### src/rtl/slow_tick_countdown.sv
// rtl/slow_tick_countdown.sv - synchronizes the divider slow_clk into ticks that drive a loadable countdown
// Optional feature macro: TICK_BOTH_EDGES_EN (tick on both synchronized edges of i_slow_clk_in)
module slow_tick_countdown #(
  parameter int SYNC_STAGES = 2,
  parameter int CNT_WIDTH   = 8
) (
  input  logic                 i_clk,
  input  logic                 i_reset,
  input  logic                 i_slow_clk_in,
  input  logic                 i_start,
  input  logic                 i_pause,
  input  logic [CNT_WIDTH-1:0] i_load_value,
  output logic                 o_tick,
  output logic [CNT_WIDTH-1:0] o_count,
  output logic                 o_running,
  output logic                 o_done,
  output logic                 o_expired
);

  typedef enum logic [1:0] {
    S_IDLE    = 2'd0,
    S_RUN     = 2'd1,
    S_PAUSED  = 2'd2,
    S_EXPIRED = 2'd3
  } state_t;

  logic [SYNC_STAGES-1:0] r_sync;
  logic                   r_hist;
  logic                   r_tick;
  state_t                 r_state;
  logic [CNT_WIDTH-1:0]   r_count;
  logic                   r_done;

  logic                   w_sync;
  logic                   w_edge;
  state_t                 w_state_nxt;
  logic [CNT_WIDTH-1:0]   w_count_nxt;
  logic                   w_done_nxt;

  assign w_sync = r_sync[SYNC_STAGES-1];

`ifdef TICK_BOTH_EDGES_EN
  assign w_edge = w_sync ^ r_hist;
`else
  assign w_edge = w_sync & ~r_hist;
`endif

  always_ff @(posedge i_clk or negedge i_reset) begin
    if (!i_reset) begin
      r_sync <= '0;
      r_hist <= 1'b0;
      r_tick <= 1'b0;
    end else begin
      r_sync <= {r_sync[SYNC_STAGES-2:0], i_slow_clk_in};
      r_hist <= w_sync;
      r_tick <= w_edge;
    end
  end

  // Priority: start > pause > tick; a tick arriving with start is dropped.
  always_comb begin
    w_state_nxt = r_state;
    w_count_nxt = r_count;
    w_done_nxt  = 1'b0;
    if (i_start) begin
      w_count_nxt = i_load_value;
      if (i_load_value == '0) begin
        w_state_nxt = S_EXPIRED;
        w_done_nxt  = 1'b1;
      end else if (i_pause) begin
        w_state_nxt = S_PAUSED;
      end else begin
        w_state_nxt = S_RUN;
      end
    end else begin
      case (r_state)
        S_RUN: begin
          if (i_pause) begin
            w_state_nxt = S_PAUSED;
          end else if (r_tick && (r_count != '0)) begin
            w_count_nxt = r_count - CNT_WIDTH'(1);
            if (r_count == CNT_WIDTH'(1)) begin
              w_state_nxt = S_EXPIRED;
              w_done_nxt  = 1'b1;
            end
          end
        end
        S_PAUSED: begin
          if (!i_pause) begin
            w_state_nxt = S_RUN;
          end
        end
        S_EXPIRED: begin
          w_count_nxt = '0;
        end
        default: begin
          w_state_nxt = r_state;
        end
      endcase
    end
  end

  always_ff @(posedge i_clk or negedge i_reset) begin
    if (!i_reset) begin
      r_state <= S_IDLE;
      r_count <= '0;
      r_done  <= 1'b0;
    end else begin
      r_state <= w_state_nxt;
      r_count <= w_count_nxt;
      r_done  <= w_done_nxt;
    end
  end

  assign o_tick    = r_tick;
  assign o_count   = r_count;
  assign o_done    = r_done;
  assign o_running = (r_state == S_RUN) || (r_state == S_PAUSED);
  assign o_expired = (r_state == S_EXPIRED);

endmodule
### config.mk
export PLATFORM = sky130hd
export DESIGN_NAME = slow_tick_countdown
export DESIGN_NICKNAME = d
export VERILOG_FILES = /design/src/rtl/slow_tick_countdown.sv
export SDC_FILE = /design/constraint.sdc
export NUM_CORES = 1
export LEC_CHECK = 0
export BUFFER_PORTS_ARGS = -buffer_cell sky130_fd_sc_hd__buf_2
export CORE_UTILIZATION = 47
export DETAILED_ROUTE_END_ITERATION = 12
export PLACE_DENSITY = 0.7
export SLEW_MARGIN = 20
export SYNTH_ARGS = -nofsm -noshare
export SYNTH_HDL_FRONTEND = slang
export SYNTH_SLANG_ARGS = --single-unit
### constraint.sdc
create_clock -name i_clk -period 2.15 [get_ports i_clk]
set_input_delay 0.215 -clock i_clk [delete_from_list [all_inputs] [get_ports i_clk]]
set_output_delay 0.215 -clock i_clk [all_outputs]
set_load 0.05 [all_outputs]
# Word level (Yosys, flattened, before mapping)

Cells that the tools add are included.

Register bits: 15
Input port bits: 13
Output and inout port bits: 12
Word-level logic and storage cells: 44

Add/subtract/negate cells: 1
Equality and inequality tests: 9
Muxes and demuxes: 18
Bitwise operators: 2
Reduce and logical (&&, ||, !) cells: 8

Operator list:

| operator            | number |
|---|---|
| $mux 8              | 3 |
| $pmux 8 s2          | 1 |
| $mux 2              | 7 |
| $ne 3x3->1 const B  | 3 |
| $eq 8x1->1 const B  | 1 |
| $logic_not 8->1     | 1 |
| $ne 4x4->1 const B  | 2 |
| $reduce_bool 8->1   | 1 |
| $sub 8x1->8 const B | 1 |
| $mux 1              | 6 |
| $reduce_bool 3->1   | 2 |
| $eq 2x2->1 const B  | 2 |
| $pmux 2 s2          | 1 |
| $reduce_and 4->1    | 1 |
| $reduce_and 3->1    | 1 |
| $eq 2x1->1 const B  | 1 |
| $and 1x1->1         | 1 |
| $logic_and 1x1->1   | 1 |
| $logic_or 1x1->1    | 1 |
| $not 1->1           | 1 |

# Depth between registers and ports, before layout

Gate-level depths: netlist (run 1).

Depth in word-level cells: 6
Mapped depth: 6
Mapped depth without buffers: 6

# Worst setup path after synthesis (run 1)

Ideal clock, no wire load.

Path kind: register -> register
Start point: reg r_count[0], in the netlist o_count[0]
End point: reg r_count[2], in the netlist o_count[2]
Setup time: 126 ps
Data arrival time: 2056 ps
Data required time: 2024 ps
Setup slack: -32 ps
Stages on the path, launching flop included: 7
Path buffers: 0
Clock period less this slack: 2182 ps
Path through: dfrtp_1 inv_1 ha_1 or4b_1 o2111a_2 and4b_1 a221o_1

Cells in the longest elaborated chain, start to end: 5
Elaborated cells between the ends (all ways): 9
Classes of those cells: 1 x add/sub; 1 x eq/ne; 4 x mux; 3 x reduce/logical

RTL lines:

| what                     | RTL line | RTL |
|---|---|---|
| start: declaration       | 31       | `logic [CNT_WIDTH-1:0] r_count;` |
| start signal: assignment | 110      | `r_count <= w_count_nxt;` |
| $sub 8x1->8              | 81       | `w_count_nxt = r_count - CNT_WIDTH'(1);` |
| $mux 8                   | 80       | `end else if (r_tick && (r_count != '0)) begin` |
| $mux 8                   | 78       | `if (i_pause) begin` |
| $pmux 8 s2               | 76       | `case (r_state)` |
| $mux 8                   | 65       | `if (i_start) begin` |

Several ways; a longest one is shown, not always the timed one. The select of a mux whose other input is x is not followed.
A chain may end at the register's enable or synchronous reset.

# Worst setup path after layout (run 1)

Start point: reg r_count[1], in the netlist o_count[1]
End point: reg r_count[2], in the netlist o_count[2]

Same word-level chain as after synthesis.

==> results by stage, run 1 <==
Global route:
- The via count of the first global-routing pass was 712.
- The aggregate global-route resource usage is 0.2157.
- After global routing the overflow that remains totals 0.
- The initial antenna violation count was 0.
- The largest net degree at the start of global routing is 19.
- The first-pass GRT wire length is 3236 µm.

Synth:
- In the synthesized netlist, the number of instances is 94.
- The count of flip-flops with a built-in enable after synthesis is 0.
- The register area share after synthesis is 0.4016.
- During synthesis, Yosys emitted a total of 0 warnings.
- The synthesized design contains 15 register bits.
- The net count after synthesis is 113.
- In the synthesized netlist the async set-or-reset flop fraction comes to 1.000.
- After synthesis, the mean cell area works out to 9.943 µm².
- Synthesis instantiated 39 different standard cells from the library.
- The most used flip-flop cell after synthesis is sky130_fd_sc_hd__dfrtp_1.
- The synthesized netlist occupies a cell area of 934.6 µm².

Timing:
- The max-slew violation count came to 0.
- The portion of the clock cycle consumed by the worst path in the final layout is 0.9629.
- The setup violation total in the final timing report is 0.
- Across the routed clock network, the largest skew measured is 0.004691 ns.
- The total negative slack for setup checks is 0 ns.
- Setup repair after global routing left no endpoint under its margin.
- The time the final worst path needs with I/O delays and setup is 2.070 ns.
- The worst max-slew margin expressed relative to the limit is 0.6996.
- The final hold violation count is 0.
- For the pin with the worst max-slew slack, the measured transition is 0.4465 ns.
- The timing-limited maximum frequency is 0.4830 GHz.

Worst setup path:
- At the worst endpoint, the arrival time is 2.24 ns.
- The worst setup path is launched from a register.
- The biggest fanout along the worst timing path is 8.
- STA classifies the critical path endpoint as a register.
- The master of the slowest instance on the critical path is sky130_fd_sc_hd__dfrtp_2.
- For the worst setup path, the data required time is 2.32 ns.
- The category of the critical setup timing path is register to register.
- The largest single stage delay on the critical path is 0.43 ns.
- In this design, the largest share of critical-path delay is due to simple AND/OR/NAND/NOR gates.
- The number of buffers and inverters on the critical path is 1.
- The critical path goes through inv_1, ha_1, or4b_1, o2111a_2, and4b_1, a221o_1.

Floorplan:
- During I/O placement, the number of pins put on the boundary was 25.
- The region available for standard cell placement spans 1802 µm².
- The floorplan die height is 46.60 µm.
- For this configuration, the core starts out at a cell density of 0.5187.
- In this run the horizontal extent of the chip is 46.60 µm.
- The number of rows created at floorplan is 15.
- The floorplan step defined a die boundary enclosing 2171 µm².

Route:
- After detailed routing, the average wire length per cell comes to 13.92 µm.
- The via count of the routed design is 851.
- The final antenna-violating net count is 0.
- For this run, design rule violations remaining after detail routing come to 0.
- The total wire length after detailed routing is 2033 µm.
- The first routing iteration left 22 violations.
- The detailed-route vias per instance is 5.829.
- Before antenna repair, the detailed router went through 4 iterations.

CTS:
- The buffer depth of the longest clock path is 2.
- The clock reaches the later pin of the worst-skew pair after 0.28 ns.
- The tree built by TritonCTS fans out to 15 sinks.
- The CTS H-tree depth is 1.
- CTS placed an instance of sky130_fd_sc_hd__clkbuf_4 at the clock tree root.
- TritonCTS built the clock tree.
- The post-CTS clock slew at the launch and capture registers of the worst setup and hold paths is 0.09 ns.
- The number of buffers added by the clock tree synthesis step is 3.

Finish:
- The diode insertion count for antenna repair is 0.
- The number of nets in the final layout is 141.
- The filler cell count in the final layout is 162.
- In the final layout, the share of cells above drive strength 1 is 0.3140.
- The area growth from synthesis to layout is 19.54%.

Pwr:
- The part of the total power dissipated in the clock network is 0.136.
- The highest ir drop seen on vdd is 0.5573 mV.
- The share of total power dissipated in sequential elements is 0.349.
- Summing internal, switching and leakage power gives 1.164 mW.
- The design internal power is 0.6047 mW.
- The fraction of power spent switching nets is 0.4806.
- In this run the power spent charging and discharging nets is 0.5595 mW.
- The static power due to leakage is 0.5257 nW.
- Of the total power, combinational logic draws 0.514.
- The power density of the placed cells is 1042 nW/µm².

Placement:
- The count of buffers inserted at the top-level ports is 24.
- The placer congestion estimate is 0.8472.
- The wire-length estimate of the detail-placed layout is 1560 µm.

Run status:
- The run finished with clean final reports.

Flow run:
- The tool flagged a number of max-cap violations equal to 0.

Hold path:
- The path type of the worst min-delay path is primary input to register.
## sequential cells by signal, indices dropped and copies added, names as in the netlist
signal / cells
o_done: 1
r_hist: 1
r_state: 2
o_tick: 1
o_count: 8
r_sync: 2
## worst reg2reg max path: stages (launching register included)
cell and delay, ns:
sky130_fd_sc_hd__dfrtp_2 0.43, sky130_fd_sc_hd__inv_1 0.12, sky130_fd_sc_hd__ha_1 0.19, sky130_fd_sc_hd__or4b_1 0.43, sky130_fd_sc_hd__o2111a_2 0.33, sky130_fd_sc_hd__and4b_1 0.20, sky130_fd_sc_hd__a221o_1 0.25
## layout make-up
| type | count | area (µm²) | area share |
|---|---|---|---|
| inverter | 8 | 30.03 | 0.02688 |
| clock buffer | 4 | 26.28 | 0.02352 |
| tap | 25 | 31.28 | 0.02800 |
| multi-input combinational | 68 | 514.2 | 0.4602 |
| timing repair buffer | 26 | 137.6 | 0.1232 |
| sequential | 15 | 377.9 | 0.3382 |
## worst paths after layout
path                               start         end  slack, ns  cells after the start
setup reg to reg              o_count[1]  o_count[2]       0.08                      6
hold reg to reg                r_sync[0]   r_sync[1]       0.35                      0
max in group asynchronous        i_reset  o_count[0]       1.52                      2
setup / recovery              o_count[1]  o_count[2]       0.08                      6
min in group asynchronous        i_reset      o_done       0.36                      2
hold / removal             i_slow_clk_in   r_sync[0]       0.04                      1
## Yosys cell counts, drive strengths merged (2+ instances only)
library cell	number	area (µm²)
a21oi	4	20.02
a22oi	2	15.01
a32oi	2	17.52
buf	2	16.26
dfrtp	15	375.4
ha	6	75.07
inv	8	30.03
mux2i	2	20.02
nand3	2	10.01
nor2	6	25.03
nor2b	5	31.28
nor3	6	30.03
o21ai	4	20.02
o22ai	3	18.77
o2bb2ai	4	35.03
o41ai	2	17.52
## timing repair
item	4_1_cts	5_1_grt
endpoints found under the hold margin	15	0
hold buffers	1	0
gates resized for setup	0	1
setup buffers	0	0
setup endpoints to repair	0	5
## placed cells by master (no fill, tap or decap), drive strengths merged, types with 2 or more instances in the layout
cell type and instances:
a22oi 2, ha 6, buf 25, a32oi 2, o21ai 4, a21oi 4
dfrtp 15, inv 8, nand3 2, o22ai 3, clkbuf 4, nor2b 5
nor2 6, o2bb2ai 4, mux2i 2, o41ai 2, nor3 6
## power groups by stage
stage / Sequential, mW / Combinational [mW] / Clock (mW)
after detailed placement: 0.413 / 0.596 / 0
after global routing: 0.418 / 0.649 / 0.182
after global placement: 0.408 / 0.592 / 0
after floorplan: 0.563 / 0.293 / 0
final: 0.407 / 0.599 / 0.159
after CTS: 0.406 / 0.599 / 0.166
## metrics by stage
| stage | hold WS [ns] | setup slack (ns) | cell area [µm²] | cells | util |
|---|---|---|---|---|---|
| 5_1_grt | 0.01697 | 0.006506 | 1117 | 146 | 0.6201 |
| 2_1_floorplan | -0.08059 | 0.07963 | 937.1 | 94 | - |
| 6_report | 0.04100 | 0.07971 | 1117 | 146 | 0.6201 |
| 4_1_cts | 0.03084 | 0.01901 | 1112 | 146 | 0.6174 |
| 3_3_place_gp | 0.1331 | 0.1217 | 1076 | 141 | 0.5972 |
| 3_5_place_dp | 0.1349 | 0.03432 | 1076 | 141 | 0.5972 |
## cells by family after synthesis
group,synth area share
flops,0.4016
mux,0.03347
compound gates,0.2329
fa+ha+maj,0.08032
simple gates,0.1981
buf+inv,0.05354
## routing by layer
layer,routed length [µm],part of all wire,up-vias,track usage
met5,0,0,-,0
met3,101,0.050,4,0.03529
met2,909,0.45,33,0.3139
met4,27,0.013,0,0.08824
li1,-,-,418,-
met1,994,0.49,396,0.3123
No activity file was read; power rests on OpenSTA's default activity.
==> inputs of run 2 (changes only) <==
Settings changed: CORE_ASPECT_RATIO set to 0.75.
==> run 2 against run 1 <==
Total power up 1.2%. Fmax down 0.47%. Critical endpoint unchanged. Count of clock-buffer cells in the layout down 1. Register-to-register slack about the same. Die area about the same. Non-clock buffer count up 1. Global-route usage up 0.71 points. Combinational power up 4.0%.
==> results by stage, run 2 (synthesis results as in run 1) <==
Run status:
- The flow ran to the end, and the final reports show no timing, DRC or antenna violations.

Worst setup path:
- The startpoint type of the worst setup path is a register.
- The biggest fanout along the worst timing path is 8.
- Counting cells, the worst reg-to-reg path comes to 6.
- The worst setup path is captured at a register.
- The number of buffers and inverters on the critical path is 1.
- The startpoint of the most critical register-to-register path is o_count[1].
- The category of the critical setup timing path is register to register.
- The data required time of the critical path is 2.32 ns.
- The kind of cell with the highest combined delay along the critical path is simple AND/OR/NAND/NOR gates.
- The cell depth of the worst setup path is 6.
- The most critical setup path has its startpoint at o_count[1].
- The largest single stage delay on the critical path is 0.45 ns.
- The data arrival at the endpoint of the critical path is 2.25 ns.
- Walking the worst path, the cells encountered are inv_1, ha_1, or4b_1, o2111a_2, and4b_1, a221o_1.
- The master of the slowest instance on the critical path is sky130_fd_sc_hd__or4b_1.

Global route:
- The total overflow reported by the global router is 0.
- The routing layer with the top usage in global route is met1.
- For this run, global-route usage on met2 was measured as 0.2969.
- Entering global routing, the biggest net connects 19 pins.
- For this run, global-route usage on met1 was measured as 0.3219.
- The aggregate global-route resource usage is 0.2229.
- The initial antenna violation count is 0.
- The via count of the first global-routing pass is 716.
- In the global route stage, met3 resource usage came out at 0.08148.
- The first-pass GRT wire length is 3222 µm.

Route:
- The detailed-route vias per instance is 5.931.
- The iteration count of the initial detailed-routing pass is 4.
- Summed over all layers, the routed wires come to 2056 µm.
- In the routed design, unresolved DRC markers number 0.
- The final antenna-violating net count is 0.
- For this block, the initial DRC count from the detailed router was 28.
- The average wire length per cell after detail routing is 14.28 µm.
- The via count of the routed design is 854.

Placement:
- The count of buffers inserted at the top-level ports is 24.
- Detailed placement ended at an HPWL of 1618 µm.
- The congestion estimate from routability-driven global placement came to 0.8233.
- Prior to clock tree synthesis, the placed netlist has a worst setup slack of 0.03196 ns.

Finish:
- Once layout is complete, the utilization of the core stands at 0.6216.
- For this run, the post-layout net count is 142.
- The proportion of layout cells with a drive suffix above 1 is 0.3279.
- The register with the most flip-flops in the layout has 8 of them.
- Fill cells in the final layout number 164.
- The diode insertion count for antenna repair is 0.
- The most common cell after layout, fill and taps aside is sky130_fd_sc_hd__buf_2.
- The top cell types in the final layout, fill and taps aside, are sky130_fd_sc_hd__buf_2 (24), sky130_fd_sc_hd__dfrtp_1 (13), sky130_fd_sc_hd__inv_1 (8), sky130_fd_sc_hd__nor3_1 (6), sky130_fd_sc_hd__ha_1 (6).
- From synthesis to final layout, the design area changed by 20.08%.

Floorplan:
- The floorplan has 13 rows.
- The width of the die is 53.49 µm.
- The area of the die is 2173 µm².
- The area of the core is 1805 µm².
- The boundary pin count is 25.
- For this configuration, the core starts out at a cell density of 0.5177.
- Measured along the y axis, the die boundary spans 40.62 µm.

Timing:
- The setup violation total in the final timing report is 0.
- At the pin with the least slew margin, the transition time is 0.4692 ns.
- The final hold violation count was 0.
- The timing-limited maximum frequency is 0.4808 GHz.
- In the finished design, the share of the clock period the worst path needs comes to 0.9675.
- The max-slew violation count is 0.
- The setup slack of the critical path after layout is 0.06995 ns.
- The worst pin sits at a relative slew slack of 0.6843.
- The worst path needs 2.080 ns of the cycle, external delays included.
- Between clock sinks in the finished design, the worst skew comes to 0.003279 ns.
- Summed over all failing endpoints, the final setup total negative slack is 0 ns.
- On the final layout, the worst hold slack is 0.03620 ns.

CTS:
- The buffer depth of the longest clock path is 2.
- TritonCTS built the clock tree.
- The cell sitting at the root of the clock tree is a sky130_fd_sc_hd__clkbuf_4.
- The CTS H-tree depth is 1.
- The number of buffers added by the clock tree synthesis step is 3.
- The clock network latency to the later pin of the worst-skew pair is 0.28 ns.
- Clock-pin slew was measured on the worst setup and hold paths at 0.09 ns.
- Counting every sink on the clock net gives 15.

Hold path:
- The worst hold path begins at i_slow_clk_in.
- The number of instances on the worst hold path is 1.
- The path type of the worst min-delay path is primary input to register.

Pwr:
- The power density of the placed cells is 1050 nW/µm².
- The design draws 1.178 mW.
- IR analysis of the VDD net gives a maximum drop of 0.6954 mV.
- In this run the static leakage power is 0.5335 nW.

Flow run:
- The number of max-capacitance violations reported is 0.
## run 2: cell types whose count changed in the layout (fill, tap and decap cells not counted), sizes merged
cell / delta
buf: +1
clkinv: +1
clkbuf: -1
## run 2: what timing repair did
item / CTS / global route
hold buffers: 1 / 0
setup buffers: 0 / 0
hold endpoints to repair: 15 / 0
gates resized for setup: 0 / 1
endpoints found under the setup margin: 0 / 5
## run 2: area by class of cell
class | instances | area, µm² | share of cell area
Multi-Input combinational cell | 68 | 514.2 | 0.4582
Sequential cell | 15 | 377.9 | 0.3367
Timing Repair Buffer | 27 | 145.1 | 0.1293
Inverter | 8 | 30.03 | 0.02676
Tap cell | 22 | 27.53 | 0.02453
Clock buffer | 3 | 22.52 | 0.02007
Clock inverter | 1 | 5.005 | 0.004459
## run 2: routing by layer
metal,up-vias,wire length [µm]
li1,415,-
met1,404,1039
met2,33,829
met3,2,174
met4,0,13
met5,-,0
## run 2: worst paths after layout
| kind | slack, ns | to |
|---|---|---|
| min in group asynchronous | 0.36 | o_done |
| max | 0.07 | o_count[2] |
| min | 0.04 | r_sync[0] |
| min reg2reg | 0.36 | r_sync[1] |
| max in group asynchronous | 1.52 | o_count[1] |
| max reg2reg | 0.07 | o_count[2] |
## run 2: stage by stage
stage	instances	area (µm²)
6_report	144	1122
5_1_grt	144	1122
4_1_cts	144	1117
3_5_place_dp	139	1080
3_3_place_gp	139	1080
2_1_floorplan	94	937.1
## run 2: report_power, final
| group | internal, mW | switching [mW] | leakage [nW] |
|---|---|---|---|
| combinational | 0.200 | 0.424 | 0.335 |
| clock | 0.0690 | 0.0868 | 0.0177 |
| sequential | 0.340 | 0.0583 | 0.181 |
| total | 0.609 | 0.569 | 0.534 |
==> inputs of run 3 (changes only) <==
Settings changed: CORE_UTILIZATION 47 to 45.
==> run 3 against run 2 <==
Setup slack gained 0.0097 ns. Via count is 3.5% higher. Flip-flop and latch count is the same. Die area grew 4.3%. Worst hold slack gained 0.12 ns. Routed wire length rose by 10%. Design area increased by 1.8%. First-iteration DRC count grew 39%. Register-to-register slack barely moved.
==> results by stage, run 3 (synthesis results as in run 1) <==
Run status:
- The flow ran to the end, and the final reports show no timing, DRC or antenna violations.

Finish:
- Relative to the synthesized area, the layout overhead comes to 22.22%.
- The filler cell count in the final layout is 165.
- The number of nets in the final layout is 144.
- The flip-flop count of the largest register, all copies and words added is 8.
- 0 antenna diodes ended up in the layout.
- The library cell used most frequently in the layout, excluding fill and tap cells, is sky130_fd_sc_hd__buf_2.
- In the final layout, the share of cells above drive strength 1 is 0.3468.
- The top cell types in the final layout, fill and taps aside, are sky130_fd_sc_hd__buf_2 (24), sky130_fd_sc_hd__dfrtp_1 (13), sky130_fd_sc_hd__inv_1 (6), sky130_fd_sc_hd__nor3_1 (6), sky130_fd_sc_hd__ha_1 (6).

CTS:
- Clock latency on the worst-skew pair, taken at its later pin, is 0.30 ns.
- The clock sink count is 15.
- The root buffer cell is sky130_fd_sc_hd__clkbuf_4.
- The clock passes through at most 2 buffers.
- In this run the number of H-tree levels came out at 1.
- The CTS tree is done.
- The number of buffers added by the clock tree synthesis step is 3.
- The post-CTS clock slew at the launch and capture registers of the worst setup and hold paths is 0.10 ns.

Worst setup path:
- For the worst flop-to-flop path, the logic depth is 6.
- The destination of the worst register-to-register timing path is o_count[2].
- The master of the slowest instance on the critical path is sky130_fd_sc_hd__dfrtp_2.
- The worst register-to-register path has a setup slack of 0.08 ns.
- The data arrival at the endpoint of the critical path is 2.25 ns.
- The data required time of the critical path is 2.33 ns.
- The most critical setup path has its startpoint at o_count[0].
- The largest single stage delay on the critical path is 0.45 ns.
- The startpoint of the most critical register-to-register path is o_count[0].
- STA classifies the critical path endpoint as a register.
- STA classifies the critical path startpoint as a register.
- The destination of the critical timing path is o_count[2].
- The biggest fanout along the worst timing path is 8.
- The critical path in this run is classified as register to register.
- The signal on the critical path passes through inv_2, ha_1, or4b_1, o2111a_2, and4b_1, a221o_1.

Timing:
- Hold timing on the final database bottoms out at a slack of 0.1576 ns.
- The setup violation total in the final timing report is 0.
- The worst path in the final design needs a cycle of 2.070 ns, including I/O delays and setup.
- At the pin with the least slew margin, the transition time is 0.4590 ns.
- The timing-limited maximum frequency is 0.4830 GHz.
- In the finished design, the share of the clock period the worst path needs comes to 0.9630.
- For the final routed database, the setup TNS stands at 0 ns.
- The final hold violation count is 0.
- The max-slew violation count came to 0.
- Setup repair after global routing left no endpoint under its margin.
- Headroom to the max-slew limit came out at 0.6912.
- The maximum clock skew at final layout is 0.003752 ns.

Placement:
- The count of buffers inserted at the top-level ports is 24.
- The placed wire-length estimate is 1754 µm.
- The placer congestion estimate is 0.8606.

Floorplan:
- The floorplan has 13 rows.
- The die is 41.47 µm tall.
- Pin placement for this block handled 25 I/O pins.
- From left edge to right edge, the die measures 54.63 µm.
- The area of the core is 1838 µm².
- For this configuration, the core starts out at a cell density of 0.5085.
- The die covers 2265 µm².

Global route:
- After global routing the overflow that remains totals 0.
- The via count of the first global-routing pass is 793.
- The first-pass GRT wire length is 3726 µm.
- The initial antenna violation count is 0.
- Across every metal layer, demand over resource in global routing totals 0.2263.
- Entering global routing, the biggest net connects 19 pins.

Route:
- The DRC violations left is 0.
- In this run, the number of DRC markers left after iteration 0 of detailed routing was 39.
- In the routed layout, each cell is associated on average with a via count of 6.055.
- The final route contains 884 vias.
- The total wire length after detailed routing is 2266 µm.
- The pre-antenna-repair detailed-routing pass consisted of 4 iterations.
- After detailed routing, the average wire length per cell comes to 15.52 µm.
- The count of nets left with antenna violations once routing finished came out at 0.

Pwr:
- The power density of the placed cells is 1063 nW/µm².
- The net switching power is 0.5958 mW.
- The internal power of the cells totals 0.6189 mW.
- The static power due to leakage is 0.5373 nW.
- The part of the total power dissipated in the clock network is 0.144.
- The register share of total power is 0.332.
- The highest ir drop seen on vdd is 0.8778 mV.
- Of the total power, combinational logic draws 0.524.
- Of the total power, the share spent switching nets is 0.4905.

Hold path:
- The tightest min-delay check is of the primary input to register type.

Flow run:
- The number of max-capacitance violations reported is 0.
==> run 3: changes by cell type in the layout (fill, tap and decap cells not counted) <==
| cell | before | now |
|---|---|---|
| sky130_fd_sc_hd__inv_1 | 8 | 6 |
| sky130_fd_sc_hd__inv_2 | 0 | 2 |
| sky130_fd_sc_hd__buf_4 | 2 | 3 |
| sky130_fd_sc_hd__clkinv_2 | 1 | 0 |
| sky130_fd_sc_hd__clkinvlp_4 | 0 | 1 |
| sky130_fd_sc_hd__dlygate4sd3_1 | 1 | 2 |
==> run 3: timing repair <==
action	in CTS	in global routing
resized for setup	0	3
endpoints found under the hold margin	15	1
setup endpoints to repair	0	6
setup buffers	0	1
hold buffers	1	1
==> run 3: critical path, delay by kind of cell, from the launching register on <==
kind	cells	cell delay, ns
flops	1	0.45
fa+ha+maj	1	0.16
buf+inv	1	0.08
compound gates	2	0.61
simple gates	2	0.64
==> run 3: area by class of cell <==
type	instances	area [µm²]	area share
well taps	22	27.53	0.02410
clock buffers	3	22.52	0.01972
multi-input cells	68	514.2	0.4502
inverters	8	30.03	0.02629
repair buffers	29	162.7	0.1424
clock inverters	1	7.507	0.006572
flip-flops and latches	15	377.9	0.3308
==> run 3: worst min-delay path by stage <==
stage / startpoint / end / slack [ns] / cells past startpoint
global placement: i_reset / o_done / 0.14 / 1
global route: i_pause / o_done / 0.16 / 2
CTS: i_slow_clk_in / r_sync[0] / 0.006 / 1
finish: i_pause / o_done / 0.16 / 2
floorplan: i_reset / o_count[0] / -0.08 / 0
detailed placement: i_reset / o_count[2] / 0.14 / 1
==> run 3: per-layer routing <==
metal	wire (µm)	global-route usage
met5	0	0
met1	1050	0.3372
met3	252	0.07692
met2	958	0.3133
met4	4	0.04615
==> run 3: per-stage QoR <==
step | setup WS [ns] | cells | utilization | power, mW | cell area, µm²
finish | 0.07960 | 146 | 0.6215 | 1.215 | 1142
global route | 0.02550 | 146 | 0.6215 | 1.293 | 1142
CTS | 0.01861 | 144 | 0.6093 | 1.200 | 1120
detailed placement | 0.04905 | 139 | 0.5875 | 1.023 | 1080
global placement | 0.1314 | 139 | 0.5875 | 1.010 | 1080
floorplan | 0.07963 | 94 | - | 0.8566 | 937.1
==> run 3: power by group through the flow <==
stage	Clock, mW	Combinational, mW	Sequential [mW]
4_1_cts	0.179	0.618	0.402
2_1_floorplan	0	0.293	0.563
3_3_place_gp	0	0.608	0.403
5_1_grt	0.191	0.689	0.413
3_5_place_dp	0	0.615	0.408
6_report	0.175	0.636	0.403
